===== src/rtl/load_store_unit.sv =====
// Load/store unit: one memory-stage request at a time, big-endian byte lanes,
// unaligned-word merges (LWL/LWR/SWL/SWR), misalignment faults and ram_ack timeout.
module load_store_unit #(
  parameter int TIMEOUT_CYCLES = 15
) (
  input  logic        clock,
  input  logic        reset,
  input  logic        request_valid,
  output logic        request_ready,
  input  logic [3:0]  operation,
  input  logic [31:0] address,
  input  logic [31:0] store_data,
  input  logic [31:0] rt_data,
  output logic        result_valid,
  output logic [31:0] result_data,
  output logic        exception_address,
  output logic        timeout,
  output logic        stall,
  output logic        ram_enable,
  output logic        ram_write,
  output logic [31:0] ram_address,
  output logic [3:0]  ram_select,
  output logic [31:0] ram_write_data,
  input  logic [31:0] ram_read_data,
  input  logic        ram_ack,
  output logic [1:0]  fsm_state
);

  localparam logic [3:0] OP_LB  = 4'd1;
  localparam logic [3:0] OP_LBU = 4'd2;
  localparam logic [3:0] OP_LH  = 4'd3;
  localparam logic [3:0] OP_LHU = 4'd4;
  localparam logic [3:0] OP_LW  = 4'd5;
  localparam logic [3:0] OP_LWL = 4'd6;
  localparam logic [3:0] OP_LWR = 4'd7;
  localparam logic [3:0] OP_SB  = 4'd8;
  localparam logic [3:0] OP_SH  = 4'd9;
  localparam logic [3:0] OP_SW  = 4'd10;
  localparam logic [3:0] OP_SWL = 4'd11;
  localparam logic [3:0] OP_SWR = 4'd12;

  localparam int CW = $clog2(TIMEOUT_CYCLES + 1);

  typedef enum logic [1:0] {
    IDLE    = 2'd0,
    ACCESS  = 2'd1,
    RESPOND = 2'd2
  } state_t;

  state_t state_q, state_d;

  logic [3:0]    op_q;
  logic [1:0]    off_q;
  logic [31:0]   rt_q;
  logic [31:0]   addr_q;
  logic [3:0]    sel_q;
  logic [31:0]   wd_q;
  logic          wr_q;
  logic [CW-1:0] cnt_q;
  logic [31:0]   res_q;
  logic          exc_q;
  logic          tout_q;

  logic          op_valid;
  logic          misaligned;
  logic          accept;
  logic          expire;
  logic [3:0]    sel_d;
  logic [31:0]   wd_d;
  logic          wr_d;
  logic [31:0]   load_result;

  // Request side: decode, alignment check and lane steering for the accept cycle.
  logic [1:0]  req_k;
  logic [4:0]  req_sh;
  logic [4:0]  req_rsh;
  assign req_k   = address[1:0];
  assign req_sh  = {req_k, 3'b000};
  assign req_rsh = {~req_k, 3'b000};

  always_comb begin
    op_valid   = (operation >= OP_LB) && (operation <= OP_SWR);
    misaligned = 1'b0;
    case (operation)
      OP_LH, OP_LHU, OP_SH: misaligned = address[0];
      OP_LW, OP_SW:         misaligned = (address[1:0] != 2'b00);
      default:              misaligned = 1'b0;
    endcase
  end

  always_comb begin
    sel_d = 4'b1111;
    wd_d  = 32'h0;
    wr_d  = 1'b0;
    case (operation)
      OP_SB: begin
        wr_d  = 1'b1;
        sel_d = 4'b1000 >> req_k;
        wd_d  = {4{store_data[7:0]}};
      end
      OP_SH: begin
        wr_d  = 1'b1;
        sel_d = req_k[1] ? 4'b0011 : 4'b1100;
        wd_d  = {2{store_data[15:0]}};
      end
      OP_SW: begin
        wr_d  = 1'b1;
        wd_d  = store_data;
      end
      OP_SWL: begin
        wr_d  = 1'b1;
        sel_d = 4'b1111 >> req_k;
        wd_d  = rt_data >> req_sh;
      end
      OP_SWR: begin
        wr_d  = 1'b1;
        sel_d = 4'b1111 << (~req_k);
        wd_d  = rt_data << req_rsh;
      end
      default: ;
    endcase
  end

  // Response side: aligns the returned word using the registered request.
  logic [4:0]  rsp_sh;
  logic [4:0]  rsp_rsh;
  logic [31:0] byte_word;
  logic [7:0]  rsp_byte;
  logic [15:0] rsp_half;
  assign rsp_sh    = {off_q, 3'b000};
  assign rsp_rsh   = {~off_q, 3'b000};
  assign byte_word = ram_read_data >> rsp_rsh;
  assign rsp_byte  = byte_word[7:0];
  assign rsp_half  = off_q[1] ? ram_read_data[15:0] : ram_read_data[31:16];

  always_comb begin
    load_result = 32'h0;
    case (op_q)
      OP_LB:  load_result = {{24{rsp_byte[7]}}, rsp_byte};
      OP_LBU: load_result = {24'h0, rsp_byte};
      OP_LH:  load_result = {{16{rsp_half[15]}}, rsp_half};
      OP_LHU: load_result = {16'h0, rsp_half};
      OP_LW:  load_result = ram_read_data;
      OP_LWL: load_result = (ram_read_data << rsp_sh) | (rt_q & ~(32'hFFFF_FFFF << rsp_sh));
      OP_LWR: load_result = (ram_read_data >> rsp_rsh) | (rt_q & ~(32'hFFFF_FFFF >> rsp_rsh));
      default: load_result = 32'h0;
    endcase
  end

  // Handshake: a request transfers on a rising edge where request_valid and
  // request_ready are both high; only IDLE is ready, and operation "none" is dropped.
  always_comb begin
    state_d = state_q;
    accept  = 1'b0;
    expire  = 1'b0;
    case (state_q)
      IDLE: begin
        if (request_valid && op_valid) begin
          accept  = 1'b1;
          state_d = misaligned ? RESPOND : ACCESS;
        end
      end
      ACCESS: begin
        if (ram_ack) begin
          state_d = RESPOND;
        end else if (cnt_q == CW'(TIMEOUT_CYCLES - 1)) begin
          expire  = 1'b1;
          state_d = RESPOND;
        end
      end
      RESPOND: state_d = IDLE;
      default: state_d = IDLE;
    endcase
  end

  always_ff @(posedge clock or posedge reset) begin
    if (reset) begin
      state_q <= IDLE;
      op_q    <= 4'h0;
      off_q   <= 2'b00;
      rt_q    <= 32'h0;
      addr_q  <= 32'h0;
      sel_q   <= 4'h0;
      wd_q    <= 32'h0;
      wr_q    <= 1'b0;
      cnt_q   <= '0;
      res_q   <= 32'h0;
      exc_q   <= 1'b0;
      tout_q  <= 1'b0;
    end else begin
      state_q <= state_d;
      if (accept) begin
        op_q   <= operation;
        off_q  <= address[1:0];
        rt_q   <= rt_data;
        addr_q <= {address[31:2], 2'b00};
        sel_q  <= sel_d;
        wd_q   <= wd_d;
        wr_q   <= wr_d;
        cnt_q  <= '0;
        res_q  <= 32'h0;
        exc_q  <= misaligned;
        tout_q <= 1'b0;
      end else if (state_q == ACCESS) begin
        cnt_q <= cnt_q + 1'b1;
        if (ram_ack) begin
          res_q <= load_result;
        end else if (expire) begin
          tout_q <= 1'b1;
        end
      end
    end
  end

  logic in_idle;
  logic in_access;
  logic in_respond;
  assign in_idle    = (state_q == IDLE) && !reset;
  assign in_access  = (state_q == ACCESS);
  assign in_respond = (state_q == RESPOND);

  assign request_ready     = in_idle;
  assign stall             = in_access || (in_idle && request_valid && op_valid && !misaligned);
  assign result_valid      = in_respond;
  assign result_data       = in_respond ? res_q : 32'h0;
  assign exception_address = in_respond && exc_q;
  assign timeout           = in_respond && tout_q;
  assign ram_enable        = in_access;
  assign ram_write         = in_access && wr_q;
  assign ram_address       = in_access ? addr_q : 32'h0;
  assign ram_select        = in_access ? sel_q : 4'h0;
  assign ram_write_data    = in_access ? wd_q : 32'h0;
  assign fsm_state         = state_q;

endmodule


===== config.mk =====
export PLATFORM = sky130hd
export DESIGN_NAME = load_store_unit
export DESIGN_NICKNAME = d
export VERILOG_FILES = /design/src/rtl/load_store_unit.sv
export SDC_FILE = /design/constraint.sdc
export NUM_CORES = 1
export LEC_CHECK = 0
export ABC_CLOCK_PERIOD_IN_PS = 11100
export CORE_MARGIN = 2
export CORE_UTILIZATION = 54
export DETAILED_ROUTE_END_ITERATION = 6
export PLACE_DENSITY = 0.95
export REMOVE_ABC_BUFFERS = 1
export SYNTH_ARGS = -nofsm -noshare
export SYNTH_HDL_FRONTEND = slang
export SYNTH_SLANG_ARGS = --single-unit

===== constraint.sdc =====
create_clock -name clock -period 11.1 [get_ports clock]
set_input_delay 2.22 -clock clock [delete_from_list [all_inputs] [get_ports clock]]
set_output_delay 2.22 -clock clock [all_outputs]
set_load 0.02 [all_outputs]

After elaboration in Yosys (flattened, before gate mapping)
Index checks and enable logic that the tools add are counted.
Widths: inputs -> output; s select.

word-level totals
  flip-flop bits (word level) = 145
  input port bits = 136
  output and inout bits = 109
  word-level logic and storage cells = 106

operators by class
  add/sub/neg operators = 1
  $lt $le $gt $ge = 2
  eq/ne operators = 21
  shift operators = 9
  muxes and demuxes = 30
  bitwise gates (word level) = 8
  reductions and logical operators = 23

operator list
  operator               count
  $pmux 32 s7            1
  $mux 32                6
  $pmux 32 s5            1
  $and 32x32->32         2
  $not 32->32            2
  $or 32x32->32          2
  $shl 32x5->32          2
  $shr 32x5->32          2
  $shl 32x5->32 const A  1
  $shr 32x5->32 const A  1
  $eq 4x3->1 const B     6
  $eq 4x4->1 const B     6
  $mux 16                1
  $mux 4                 4
  $pmux 4 s4             1
  $eq 4x2->1 const B     3
  $mux 1                 10
  $logic_and 1x1->1      9
  $mux 2                 4
  $reduce_bool 2->1      4
  $shr 4x2->4 const A    2
  $reduce_or 5->1        1
  $add 4x1->4 const B    1
  $eq 4x1->1 const B     1
  18 further kinds       21

Logic depth before layout (Yosys ltp)
  depth in word-level cells = 9
  gate-level depth with buffers = 8
  gate-level depth less buffers = 6

Least setup slack after synthesis
No wires, ideal clock.

  kind = input-to-output
  start = input port operation[1]
  end = output port stall
  data arrival time = 3.714 ns
  data required time = 8.880 ns
  path slack = 5.166 ns
  cell stages on the path = 7
  cell sequence = buf_2 buf_4 a21oi_1 a21oi_1 a32o_1 a211o_1 o21ai_0

between the ends
  longest elaborated chain between the ends = 6
  elaborated cells between the ends (all ways) = 15
  those cells by class = 2 x order compare; 5 x eq/ne; 1 x mux; 7 x reduce/logical

ends and longest elaborated chain
  what                                                       RTL line  source
  from (decl)                                                10        input logic [3:0] operation,
  $eq 4x4->1, or another cell as far along                   84        case (operation)
  $reduce_or 3->1 / $reduce_or 2->1 (equally long branches)  84
  $pmux 1 s2                                                 84
  $logic_not 1->1                                            223       assign stall = in_access || (in_idle && request_valid && op_valid && !misaligned);
  $logic_and 1x1->1 (*)                                      223
  $logic_or 1x1->1 (*)                                       223
  to (decl)                                                  18        output logic stall,

Every way passes the cells marked *; elsewhere a longest branch is shown, timed or not.

Final worst setup path
  start = input port operation[0]
  end = output port stall

Same word-level chain as after synthesis.

==> results.md <==
- Outcome: finished with violations
- Failing checks: DRC
- Cell area after placement: 12000 um2
- Most common cell after layout, fill and taps aside: nand2_1
- Crit path max fanout: 108
- Power Density: 182.4 nW/um2
- Most frequent cells in the layout: 258 x nand2_1, 240 x clkdlybuf4s50_1, 143 x dfrtp_1, 101 x and2_1, 98 x mux2i_1
- Worst path required time: 8.88 ns
- Post_cts resized: 0
- Largest net degree at the start of global routing: 109
- Row cnt: 48
- Hold Path Origin: wr_q$_DFFE_PP0N_
- DRC errors left: 25
- GRT overflow: 0
- Yosys top cell by area: dfrtp_1
- Final Instance Area: 12590 um2
- Vias in the first global route: 9329
- CTS tree: done
- Critical Path AT: 5.37 ns
- Adder-cell area share of the yosys netlist: 0.002604
- Synth top area share: 0.3776
- Leak: 5.566 nW
- Sequential area share after synthesis: 0.3776
- Wire per inst: 20.19 um
- Number of flops mapped to enable cells by yosys: 0
- Post-synthesis xor/xnor area fraction: 0.002734
- Area fraction in compound gates after synthesis: 0.2077
- Die span in y: 137.4 um
- Clock Latency Late Sink: 0.43 ns
- I/O Buffers: 242
- FF-to-FF Start: op_q[1]$_DFFE_PP0N_
- Mux share of post-synthesis cell area: 0.1126
- # placed instances: 1518
- Unrepaired setup endpoints after global routing: false
- DP HPWL: 21.23 mm
- I/O pin count: 245
- Slew Limit Fails: 0
- Final clock period utilization by the worst path: 0.6839
- First-pass detailed-route iteration total: 7
- Cells after synthesis: 1133
- Final hold vios: 0
- R2R setup slack: 7.73 ns
- Clk_skew: 0.009755 ns
- Routed vias/inst: 6.354
- CP Class: in -> out
- Synthesized cell area: 9609 um2
- Worst Hold Path Cells: 2
- #FFs+latches synth: 145
- Via count: 9855
- Worst-Margin Slew: 1.193 ns
- Core area: 17360 um2
- Syn_area_per_cell: 8.481 um2
- Antenna Nets Post-Route: 0
- Worst Hold End: wr_q$_DFFE_PP0N_
- Slew margin rel.: 0.2043
- YS warnings: 0
- Final std cells w/o fill: 1551
- Crit end category: primary output
- Slowest stage delay, CP: 0.83 ns
- Share of post-route cells with drive strength above 1: 0.04830
- Starting Density: 0.5536
- Worst R2R End: res_q[5]$_DFFE_PP0P_
- Die Span X: 137.4 um
- CTS clk-pin slew, worst paths: 0.06 ns
- Worst min path class: reg -> reg
- First-pass GRT wire length: 48.91 mm
- Initial DRC count: 1707
- Global placement routability congestion: 0.9680
- Hold Buf Count CTS: 0
- Netlist cell types: 64
- CTS Root Cell: clkbuf_16
- FF/Latch Area: 3631 um2
- Ys flop type: dfrtp_1
- Startpoint Class: input port
- Synth area leaders: dfrtp_1 38%, mux2i_1 10%, nand2_1 10%, and2_1 6.6%, a21oi_1 3.2%
- Area of the multi-input gates: 5519 um2
- Antenna violations before repair: 1
- Final Critical Period: 7.591 ns
- Critical-path top delay cell: buf_4
- Crit path cell chain: clkdlybuf4s50_1 -> buf_4 -> or4_4 -> nand4_4 -> buf_4 -> a211o_1 -> o21ai_0 -> clkdlybuf4s50_1
- Async set-reset flop share out of synthesis: 1.000
- Worst R2R Path Depth: 5
- Area grow syn2layout: 31.00%
- F_max: 131.7 MHz
- Maxcap violations: 0
- Number of H-tree levels: 4
- Post-route setup TNS: 0 ns
- Final setup violation count: 0
- Postcts setup bufs: 0
- Simple-gate share of the synthesized area: 0.2453
- Clock sinks: 145
- Die Area: 18880 um2
- Final WL: 31.32 mm
- Worst VDD drop: 0.0001279 V
- CTS max path bufs: 2
- Main combinational cell family by area after synthesis: simple AND/OR/NAND/NOR gates
- Nets: 1450
- Global Route Usage Sum: 0.3331
- Layout fillers: 1225
- TritonCTS Buffers: 17
## critical path, delay by kind of cell
family / cells / cell delay, ns
buf+inv: 4 / 2.06
simple gates: 2 / 0.72
compound gates: 2 / 0.35
## stage by stage
stage	setup WS, ns	utilization	hold slack, ns	total power [mW]
4_1_cts	3.531	0.7251	0.4695	2.271
6_report	3.509	0.7253	0.4670	2.296
3_5_place_dp	3.533	0.6911	0.4539	1.689
5_1_grt	3.405	0.7253	0.4864	2.413
3_3_place_gp	3.561	0.6911	0.4484	1.652
2_1_floorplan	3.843	-	0.4374	1.349
## power breakdown
part,leakage (nW),switching [mW],internal (mW)
registers,1.88,0.136,0.675
logic,3.41,0.525,0.380
clock network,0.276,0.235,0.344
total,5.57,0.896,1.40
## logic make-up after synthesis
| family | count (synthesis) |
|---|---|
| adder cells (fa/ha/maj) | 2 |
| AND/OR/NAND/NOR | 483 |
| multiplexers | 104 |
| XOR/XNOR | 3 |
| other | 1 |
| flip-flops | 145 |
| AO/OA/AOI/OAI | 286 |
| buffers and inverters | 109 |
## registers in the layout, summed over array words and instances, names as in the netlist
register	count
cnt_q	4
op_q	4
off_q	2
addr_q	30
wr_q	1
exc_q	1
res_q	32
fsm_state	2
wd_q	32
tout_q	1
rt_q	32
sel_q	4
## cell usage after synthesis, types with 15 or more instances
library cell and instances:
a211oi_1 18, o2bb2ai_1 23, a2bb2oi_1 15, a221o_1 16, buf_2 36, clkbuf_1 41, nor2_1 27, dfrtp_1 145
nor2b_1 29, o21ai_0 57, o22ai_1 21, nand2_1 258, a21o_1 16, nand2b_1 24, a222oi_1 16, a21oi_1 62
mux2i_1 98, and2_1 101
## metal layers
metal	global-route usage	part of all wire	wire, um	vias to the layer above
met4	0.1529	0.040	1260	0
met3	0.08315	0.12	3763	133
met1	0.4519	0.39	12130	4604
met2	0.5028	0.45	14160	740
met5	0	0	0	-
li1	-	-	-	4378
## worst max path at each step
stage,end,from,cells past startpoint,slack [ns]
finish,stall,operation[0],8,3.51
global route,stall,operation[3],7,3.40
CTS,stall,operation[0],8,3.53
detailed placement,stall,operation[0],8,3.53
global placement,stall,operation[0],8,3.56
floorplan,stall,operation[0],4,3.84
## cell type report
class | instances | area share
Clock inverter | 11 | 0.01034
Tap cell | 225 | 0.02236
Timing Repair Buffer | 255 | 0.1994
Antenna cell | 1 | 0.0001988
Sequential cell | 145 | 0.2884
Multi-Input combinational cell | 880 | 0.4384
Clock buffer | 21 | 0.03658
Inverter | 13 | 0.004274
Power figures use the tool's default switching activity.
